### src/rtl/serial_write_buffer.sv
// Parallel-in, MSB-first serial-out transmit stage; 1-cycle latency from start/write_sig to line, no backpressure (start ignored while busy).
// Optional even-parity trailer bit enabled by defining WRITE_BUF_PARITY_EN.
module serial_write_buffer #(
  parameter int   BUF_SIZE = 8,
  parameter logic IDLE_VAL = 1'b0
) (
  input  logic                sys_clk,
  input  logic                rst,
  input  logic                start,
  input  logic                write_sig,
  input  logic [BUF_SIZE-1:0] data_in,
  output logic                data_out,
  output logic                busy,
  output logic                done_sig
);

`ifdef WRITE_BUF_PARITY_EN
  localparam int NBITS = BUF_SIZE + 1;
`else
  localparam int NBITS = BUF_SIZE;
`endif
  localparam int CW = $clog2(BUF_SIZE + 2);

  typedef enum logic {IDLE, SHIFT} state_t;

  state_t              state_q, state_d;
  logic [CW-1:0]       cnt_q, cnt_d, cnt_inc;
  logic [BUF_SIZE-1:0] sreg_q, sreg_d;
  logic                dout_d, busy_d, done_d;
`ifdef WRITE_BUF_PARITY_EN
  logic                par_q, par_d;
`endif

  assign cnt_inc = cnt_q + CW'(1);

  always_ff @(posedge sys_clk) begin
    if (rst) begin
      state_q  <= IDLE;
      cnt_q    <= '0;
      sreg_q   <= '0;
      data_out <= IDLE_VAL;
      busy     <= 1'b0;
      done_sig <= 1'b0;
`ifdef WRITE_BUF_PARITY_EN
      par_q    <= 1'b0;
`endif
    end else begin
      state_q  <= state_d;
      cnt_q    <= cnt_d;
      sreg_q   <= sreg_d;
      data_out <= dout_d;
      busy     <= busy_d;
      done_sig <= done_d;
`ifdef WRITE_BUF_PARITY_EN
      par_q    <= par_d;
`endif
    end
  end

  always_comb begin
    state_d = state_q;
    cnt_d   = cnt_q;
    sreg_d  = sreg_q;
    dout_d  = data_out;
    busy_d  = busy;
    done_d  = 1'b0;
`ifdef WRITE_BUF_PARITY_EN
    par_d   = par_q;
`endif
    case (state_q)
      IDLE: begin
        // A coincident write_sig is dropped so the MSB gets a full bit period.
        if (start) begin
          sreg_d  = data_in;
          dout_d  = data_in[BUF_SIZE-1];
          busy_d  = 1'b1;
          cnt_d   = '0;
          state_d = SHIFT;
`ifdef WRITE_BUF_PARITY_EN
          par_d   = ^data_in;
`endif
        end
      end
      SHIFT: begin
        if (write_sig) begin
          cnt_d  = cnt_inc;
          sreg_d = sreg_q << 1;
          if (cnt_inc < CW'(NBITS)) begin
`ifdef WRITE_BUF_PARITY_EN
            if (cnt_inc < CW'(BUF_SIZE)) dout_d = sreg_q[BUF_SIZE-2];
            else                         dout_d = par_q;
`else
            dout_d = sreg_q[BUF_SIZE-2];
`endif
          end else begin
            dout_d  = IDLE_VAL;
            busy_d  = 1'b0;
            done_d  = 1'b1;
            state_d = IDLE;
          end
        end
      end
      default: state_d = IDLE;
    endcase
  end

endmodule

### config.mk
export PLATFORM = sky130hd
export DESIGN_NAME = serial_write_buffer
export DESIGN_NICKNAME = d
export VERILOG_FILES = /design/src/rtl/serial_write_buffer.sv
export SDC_FILE = /design/constraint.sdc
export NUM_CORES = 1
export LEC_CHECK = 0
export CORE_ASPECT_RATIO = 1.1
export CORE_MARGIN = 4
export CORE_UTILIZATION = 47
export DETAILED_ROUTE_END_ITERATION = 8
export PLACE_DENSITY_LB_ADDON = 0.05
export SLEW_MARGIN = 20
export SYNTH_ARGS = -nofsm -noshare
export SYNTH_HDL_FRONTEND = slang
export SYNTH_SLANG_ARGS = --single-unit
### constraint.sdc
create_clock -name sys_clk -period 1.7 [get_ports sys_clk]
set_clock_uncertainty 0.2 [all_clocks]
set_input_delay 0.255 -clock sys_clk [delete_from_list [all_inputs] [get_ports sys_clk]]
set_output_delay 0.255 -clock sys_clk [all_outputs]
set_load 0.01 [all_outputs]
* Word level (Yosys, flattened, before mapping)
Index checks and enable logic that the tools add are counted.
Word-level totals: logic and storage cells 35, register bits 15, bits of input ports 12
Operators by class: add/sub/neg operators 1, reductions and logical operators 3, bitwise operators 2, order comparisons 1, eq/ne operators 3, mux-type cells 19
Operators by type and width (number):
- 2-to-1 mux 7 bit | 2
- one-hot mux 7 bit (2 select lines) | 1
- 2-to-1 mux 1 bit | 10
- 2-to-1 mux 4 bit | 2
- one-hot mux 4 bit (2 select lines) | 1
- inequality test 2 bit (second input constant) | 3
- one-hot mux 1 bit (2 select lines) | 3
- adder 4 x 1 -> 4 bit (second input constant) | 1
- < comparator 4 bit (second input constant) | 1
- AND reduction 3 bit | 1
- OR reduction 3 bit | 1
- NOT 1 bit | 2
- AND reduction 2 bit | 1

* Logic depth before layout (Yosys ltp)
Gate-level depths: netlist of run 1.
depth after elaboration 5, gate-level depth with buffers 5, gate-level depth less buffers 4

* Worst setup path after synthesis of run 1
OpenSTA, ideal clock, no wires.
path kind reg2reg, start reg state_q, end reg data_out, path slack 309 ps, data arrival time 1058 ps, period minus slack after synthesis 1391 ps, setup time 133 ps, data required time 1367 ps, stages on the path, launching flop included 5, path buffers 1, cell sequence dfxtp_1 buf_6 or3b_4 a22oi_2 a2111oi_2
On the way: longest elaborated chain between the ends 3, elaborated cells between the ends (all ways) 5
RTL lines:
- start, declared | RTL line 26 | state_t state_q, state_d;
- start signal, assigned | RTL line 48 | state_q <= state_d;
- NOT 1 bit (no line)
- inequality test 2 bit (no line)
- AND reduction 2 bit (no line)
- end signal, assigned | RTL line 51 | data_out <= dout_d;
- end, declared | RTL line 12 | output logic data_out,
Several ways; a longest one is shown, not always the timed one. A chain may end at the register's enable or synchronous reset.

* Worst setup path after layout of run 1
start reg data_out, end out data_out
No word-level cell between the ends.

==> results.toml, run 1 <==
[drt]
drt-vias-per-instance = 5.33
drtPass1Iterations = 4
routedWlPerCell_um = 11.7
wl_um = 1220
vias = 554
route.detailed.drc = 0
ant_nets = 0
drtIter0Drc = 4

[critical_path]
crit_path_max_fanout = 2
critPathArrivalTime_ns = 1.14
slowest_delay_ns = 0.54
criticalPathCategory = "reg2out"
worstRegToRegCells = 3
worstPathRequired_ns = 1.24
critPathCaptureType = "output pin"
timing.reg2reg.setup_slack_ns = 0.20
cp_slowest_cell = "clkdlybuf4s50_1"
r2r_start = "state_q$_SDFF_PP0_"
crit_chain = "clkdlybuf4s50_1"
start_kind = "register"
crit_start = "data_out$_SDFFE_PP0P_"
reg2reg_to = "data_out$_SDFFE_PP0P_"
cp_top_family = "buffers and inverters"
crit_buf_inv = 1

[sta]
timing.final.crit_share_pct = 94.0
holdWs_ns = 0.303
slew-limit-headroom_pct = 76.6
finalCriticalPeriod_ns = 1.60
drv_slew = 0
fmax_mhz = 626
worst_pin_slew_ns = 0.350
rsz0062_at_grt = "no"
hold_viol = 0
setup_viol = 0

[global_route]
gr-total-overflow = 0
grt_pass1_vias = 502
grt.total_usage_pct = 12.4
grt_pass1_wl_um = 2100
grt_start_max_net_pins = 16
antenna_found_initial = 0

[synthesis]
ys_types = 27
synthCells = 69
ys_warn_count = 0
netlist_area_sq_um = 701
syn_nets = 82
syn_area_per_cell_sq_um = 10.2
ys_ff_latch = 15
yosysSeqAreaShare_pct = 42.9

[finish]
area_growth_pct = 26.6
final_area_sq_um = 887
layout_commonest_cell = "dfxtp_1"
diodes = 0
layout_common_cells = "dfxtp_1 (15), clkdlybuf4s50_1 (14), nor2_1 (11)"
multi_input_area_sq_um = 355
fin_nets = 102
n_fill_cell = 113
regArea_sq_um = 300
drive_above_1_share_pct = 15.9

[worst_hold_path]
hold_depth = 2
hold_class = "reg2reg"
hp-start = "busy$_SDFFE_PP0P_"
min_to = "busy$_SDFFE_PP0P_"

[clocking]
cts_max_level = 1
cts_buffer_depth = 2
cts_setup_buffers = 0
numClockSinks = 15
ctsResizeCount = 0
clockRootBuffer = "clkbuf_4"
cts_tree = "built"
numCtsBuffers = 3
holdBufCountCts = 0
path_clk_slew_ns = 0.08
clk-insertion-delay-late_ns = 0.27

[power]
pwr-share-seq_pct = 54.6
swShare_pct = 24.4
power.share.clock_pct = 27.3
p_total_mw = 0.713
leakage_nw = 0.339
p_int_mw = 0.539
p_per_area_nw_per_um2 = 804
p_comb_share_pct = 18.1
power_switching_mw = 0.174
vdd_ir_drop_max_mv = 0.580

[floorplan]
initial_core_util_pct = 50.6
core_sq_um = 1380
num_rows = 14
die_area_sq_um = 2170
die_y_um = 48.5
io_pins = 15
die_width_um = 44.8

[placement]
dpl_cell_area_sq_um = 861
hpwl_um = 955
place.gp.congestion = 0.700
io_buffers = 14

[job]
maxCapViolations = 0

[outcome]
status = "completed"
-- power groups by stage --
stage	Combinational (mW)	Clock, mW	Sequential, mW
2_1_floorplan	0.0850	0	0.395
3_3_place_gp	0.129	0	0.398
3_5_place_dp	0.130	0	0.398
4_1_cts	0.131	0.205	0.390
5_1_grt	0.142	0.219	0.392
6_report	0.129	0.195	0.389
-- cells in the mapped netlist --
cell type  count  area, sq um
a2111oi_2      1         15.0
a211oi_1       6         45.0
a211oi_2       1         12.5
a21oi_1        2         10.0
a22oi_1        1         7.51
a22oi_2        1         12.5
a311oi_1       2         17.5
a31oi_1        1         6.26
a32oi_1        1         8.76
buf_4          1         7.51
buf_6          3         33.8
clkbuf_1       1         3.75
dfxtp_1       15          300
ha_1           1         12.5
mux2_4         1         15.0
mux2i_1        7         70.1
nand2_1        3         11.3
nand2b_1       1         6.26
nand3_1        1         5.00
nor2_1        11         41.3
nor2b_1        1         6.26
nor3_1         2         10.0
o21ai_0        1         5.00
o32ai_1        1         8.76
or3b_4         1         11.3
xnor2_1        1         8.76
xor2_1         1         8.76
-- sequential cells by signal, indices dropped and copies added (netlist names) --
register and cells:
sreg_q 7, state_q 1, cnt_q 4, busy 1, data_out 1, done_sig 1
-- metrics by stage --
step / setup slack [ns] / util, % / std cells / TNS [ns]
after detailed placement: -0.0854 / 62.2 / 100 / -0.0854
after global routing: 0.0588 / 64.1 / 104 / 0
final: 0.101 / 64.1 / 104 / 0
after CTS: 0.0837 / 64.1 / 104 / 0
after floorplan: 0.309 / - / 69 / 0
after global placement: -0.0625 / 62.2 / 100 / -0.0625
-- area by class of cell --
class                           count  area share [%]
Tap cell                           16            2.26
Timing Repair Buffer               20            20.9
Sequential cell                    15            33.9
Clock buffer                        4            2.96
Multi-Input combinational cell     49            40.1
-- logic make-up (layout without fill, tap and decap cells) --
logic type | count (synthesis) | in the layout | synth area share, %
XOR/XNOR | 2 | 2 | 2.50
AND/OR/NAND/NOR | 20 | 20 | 13.0
multiplexers | 8 | 8 | 12.1
flip-flops | 15 | 15 | 42.9
adder cells (fa/ha/maj) | 1 | 1 | 1.79
buffers and inverters | 5 | 24 | 6.43
AO/OA/AOI/OAI | 18 | 18 | 21.2
-- how the worst max path moves through the flow --
stage	end	slack [ns]	cells past startpoint
2_1_floorplan	data_out$_SDFFE_PP0P_	0.31	4
3_3_place_gp	data_out$_SDFFE_PP0P_	-0.06	4
3_5_place_dp	data_out$_SDFFE_PP0P_	-0.09	4
4_1_cts	data_out	0.08	1
5_1_grt	data_out	0.06	1
6_report	data_out	0.10	1
-- routing by layer --
layer  routed length (um)  share of wire (%)  track usage (%)  up-vias
li1                     -                  -                -      294
met1                  596                 49             16.7      246
met2                  555                 46             18.7       12
met3                   56                4.6             3.33        2
met4                   11               0.90             4.39        0
met5                    0                  0                0        -
No activity file was read; power rests on OpenSTA's default activity.
==> run 2, diff against run 1 <==
--- a/config.mk
+++ b/config.mk
@@ -10,7 +10,7 @@
 export CORE_UTILIZATION = 47
 export DETAILED_ROUTE_END_ITERATION = 8
 export PLACE_DENSITY_LB_ADDON = 0.05
-export SLEW_MARGIN = 20
+export SLEW_MARGIN = 0
 export SYNTH_ARGS = -nofsm -noshare
 export SYNTH_HDL_FRONTEND = slang
 export SYNTH_SLANG_ARGS = --single-unit
==> results of run 2 <==
The final DEF is identical to that of run 1; final timing and power are the same.
==> run 3, diff against run 2 <==
--- a/config.mk
+++ b/config.mk
@@ -9,6 +9,7 @@
 export CORE_MARGIN = 4
 export CORE_UTILIZATION = 47
 export DETAILED_ROUTE_END_ITERATION = 8
+export MAX_ROUTING_LAYER = met4
 export PLACE_DENSITY_LB_ADDON = 0.05
 export SLEW_MARGIN = 0
 export SYNTH_ARGS = -nofsm -noshare
==> run 3 against run 2 <==
Against the previous run: worst setup slack hardly changed; critical path depth stayed put; clock power hardly changed; largest power group unchanged.
==> results.toml, run 3 (synthesized netlist as in run 1, its figures left out) <==
[outcome]
status = "completed"

[global_route]
grt_pass1_wl_um = 2100
grt_start_max_net_pins = 16
grt_pass1_vias = 501
gr-total-overflow = 0
antenna_found_initial = 0
grt.total_usage_pct = 12.7

[sta]
finalCriticalPeriod_ns = 1.60
slew-limit-headroom_pct = 76.6
rsz0062_at_grt = "no"
timing.final.crit_share_pct = 94.0
worst_pin_slew_ns = 0.350
fmax_mhz = 626
drv_slew = 0
setup_viol = 0
hold_viol = 0

[power]
p_per_area_nw_per_um2 = 804
vdd_ir_drop_max_mv = 0.580
leakage_nw = 0.339

[drt]
drt-vias-per-instance = 5.33
wl_um = 1220
vias = 554
routedWlPerCell_um = 11.7
drtPass1Iterations = 4
drtIter0Drc = 4
route.detailed.drc = 0
ant_nets = 0

[critical_path]
criticalPathCategory = "reg2out"
worstPathRequired_ns = 1.24
critPathCaptureType = "output pin"
cp_top_family = "buffers and inverters"
cp_slowest_cell = "clkdlybuf4s50_1"
critPathArrivalTime_ns = 1.14
crit_buf_inv = 1
crit_chain = "clkdlybuf4s50_1"
crit_path_max_fanout = 2
slowest_delay_ns = 0.54
start_kind = "register"

[floorplan]
core_sq_um = 1380
die_width_um = 44.8
die_area_sq_um = 2170
num_rows = 14
initial_core_util_pct = 50.6
die_y_um = 48.5
io_pins = 15

[clocking]
cts_buffer_depth = 2
holdBufCountCts = 0
cts_setup_buffers = 0
ctsResizeCount = 0
numClockSinks = 15
numCtsBuffers = 3
cts_max_level = 1
clockRootBuffer = "clkbuf_4"
cts_tree = "built"
path_clk_slew_ns = 0.08
clk-insertion-delay-late_ns = 0.27

[job]
maxCapViolations = 0

[placement]
io_buffers = 14
hpwl_um = 955
place.gp.congestion = 0.708
dpl_cell_area_sq_um = 861

[finish]
regMostFlops = "sreg_q"
fin_nets = 102
n_fill_cell = 113
area_growth_pct = 26.6
top_regs = "sreg_q x7, cnt_q x4"
layout_common_cells = "dfxtp_1 (15), clkdlybuf4s50_1 (14), nor2_1 (11)"
utilization_pct = 64.1
largest_reg_flops = 7
drive_above_1_share_pct = 15.9
final_area_sq_um = 887
layout_commonest_cell = "dfxtp_1"
diodes = 0

[worst_hold_path]
hold_class = "reg2reg"
[run 3: cell counts in the layout (fill, tap and decap cells not counted)]
Identical to the previous run, type by type.
[run 3: layout make-up]
class / instances / area, sq um / area share [%]
Clock buffer: 4 / 26.3 / 2.96
Multi-Input combinational cell: 49 / 355 / 40.1
Sequential cell: 15 / 300 / 33.9
Tap cell: 16 / 20.0 / 2.26
Timing Repair Buffer: 20 / 185 / 20.9
[run 3: path summary, 6_finish.rpt]
path / start / end / slack [ns] / cells past startpoint
setup / recovery: data_out$_SDFFE_PP0P_ / data_out / 0.10 / 1
hold / removal: busy$_SDFFE_PP0P_ / busy$_SDFFE_PP0P_ / 0.30 / 2
setup reg to reg: state_q$_SDFF_PP0_ / data_out$_SDFFE_PP0P_ / 0.20 / 3
hold reg to reg: busy$_SDFFE_PP0P_ / busy$_SDFFE_PP0P_ / 0.30 / 2
[run 3: worst reg2reg max path, delay by kind of cell (launching register included)]
kind               cells  cell delay [ns]
AOI/OAI and AO/OA      1             0.26
and+or+nand+nor        1             0.07
muxes                  1             0.33
DFF                    1             0.54
[run 3: where the power goes]
group	leakage, nW	internal (mW)	total, mW	switching (mW)
Clock	0.0150	0.0908	0.195	0.104
Sequential	0.123	0.374	0.389	0.0155
Combinational	0.200	0.0742	0.129	0.0549
Total	0.339	0.539	0.713	0.174
[run 3: layer usage]
layer | track usage (%) | up-vias | share of wire (%)
li1 | - | 294 | -
met1 | 16.7 | 246 | 49
met2 | 18.7 | 12 | 46
met3 | 3.33 | 2 | 4.8
met4 | 4.39 | 0 | 0.74
met5 | - | - | 0
[run 3: stage by stage]
step | hold WS [ns] | power, mW | TNS (ns) | setup WS [ns] | instances
final | 0.303 | 0.713 | 0 | 0.101 | 104
after detailed placement | 0.295 | 0.528 | -0.0854 | -0.0854 | 100
after floorplan | 0.124 | 0.480 | 0 | 0.309 | 69
after global routing | 0.324 | 0.754 | 0 | 0.0588 | 104
after CTS | 0.307 | 0.725 | 0 | 0.0837 | 104
after global placement | 0.286 | 0.527 | -0.0625 | -0.0625 | 100
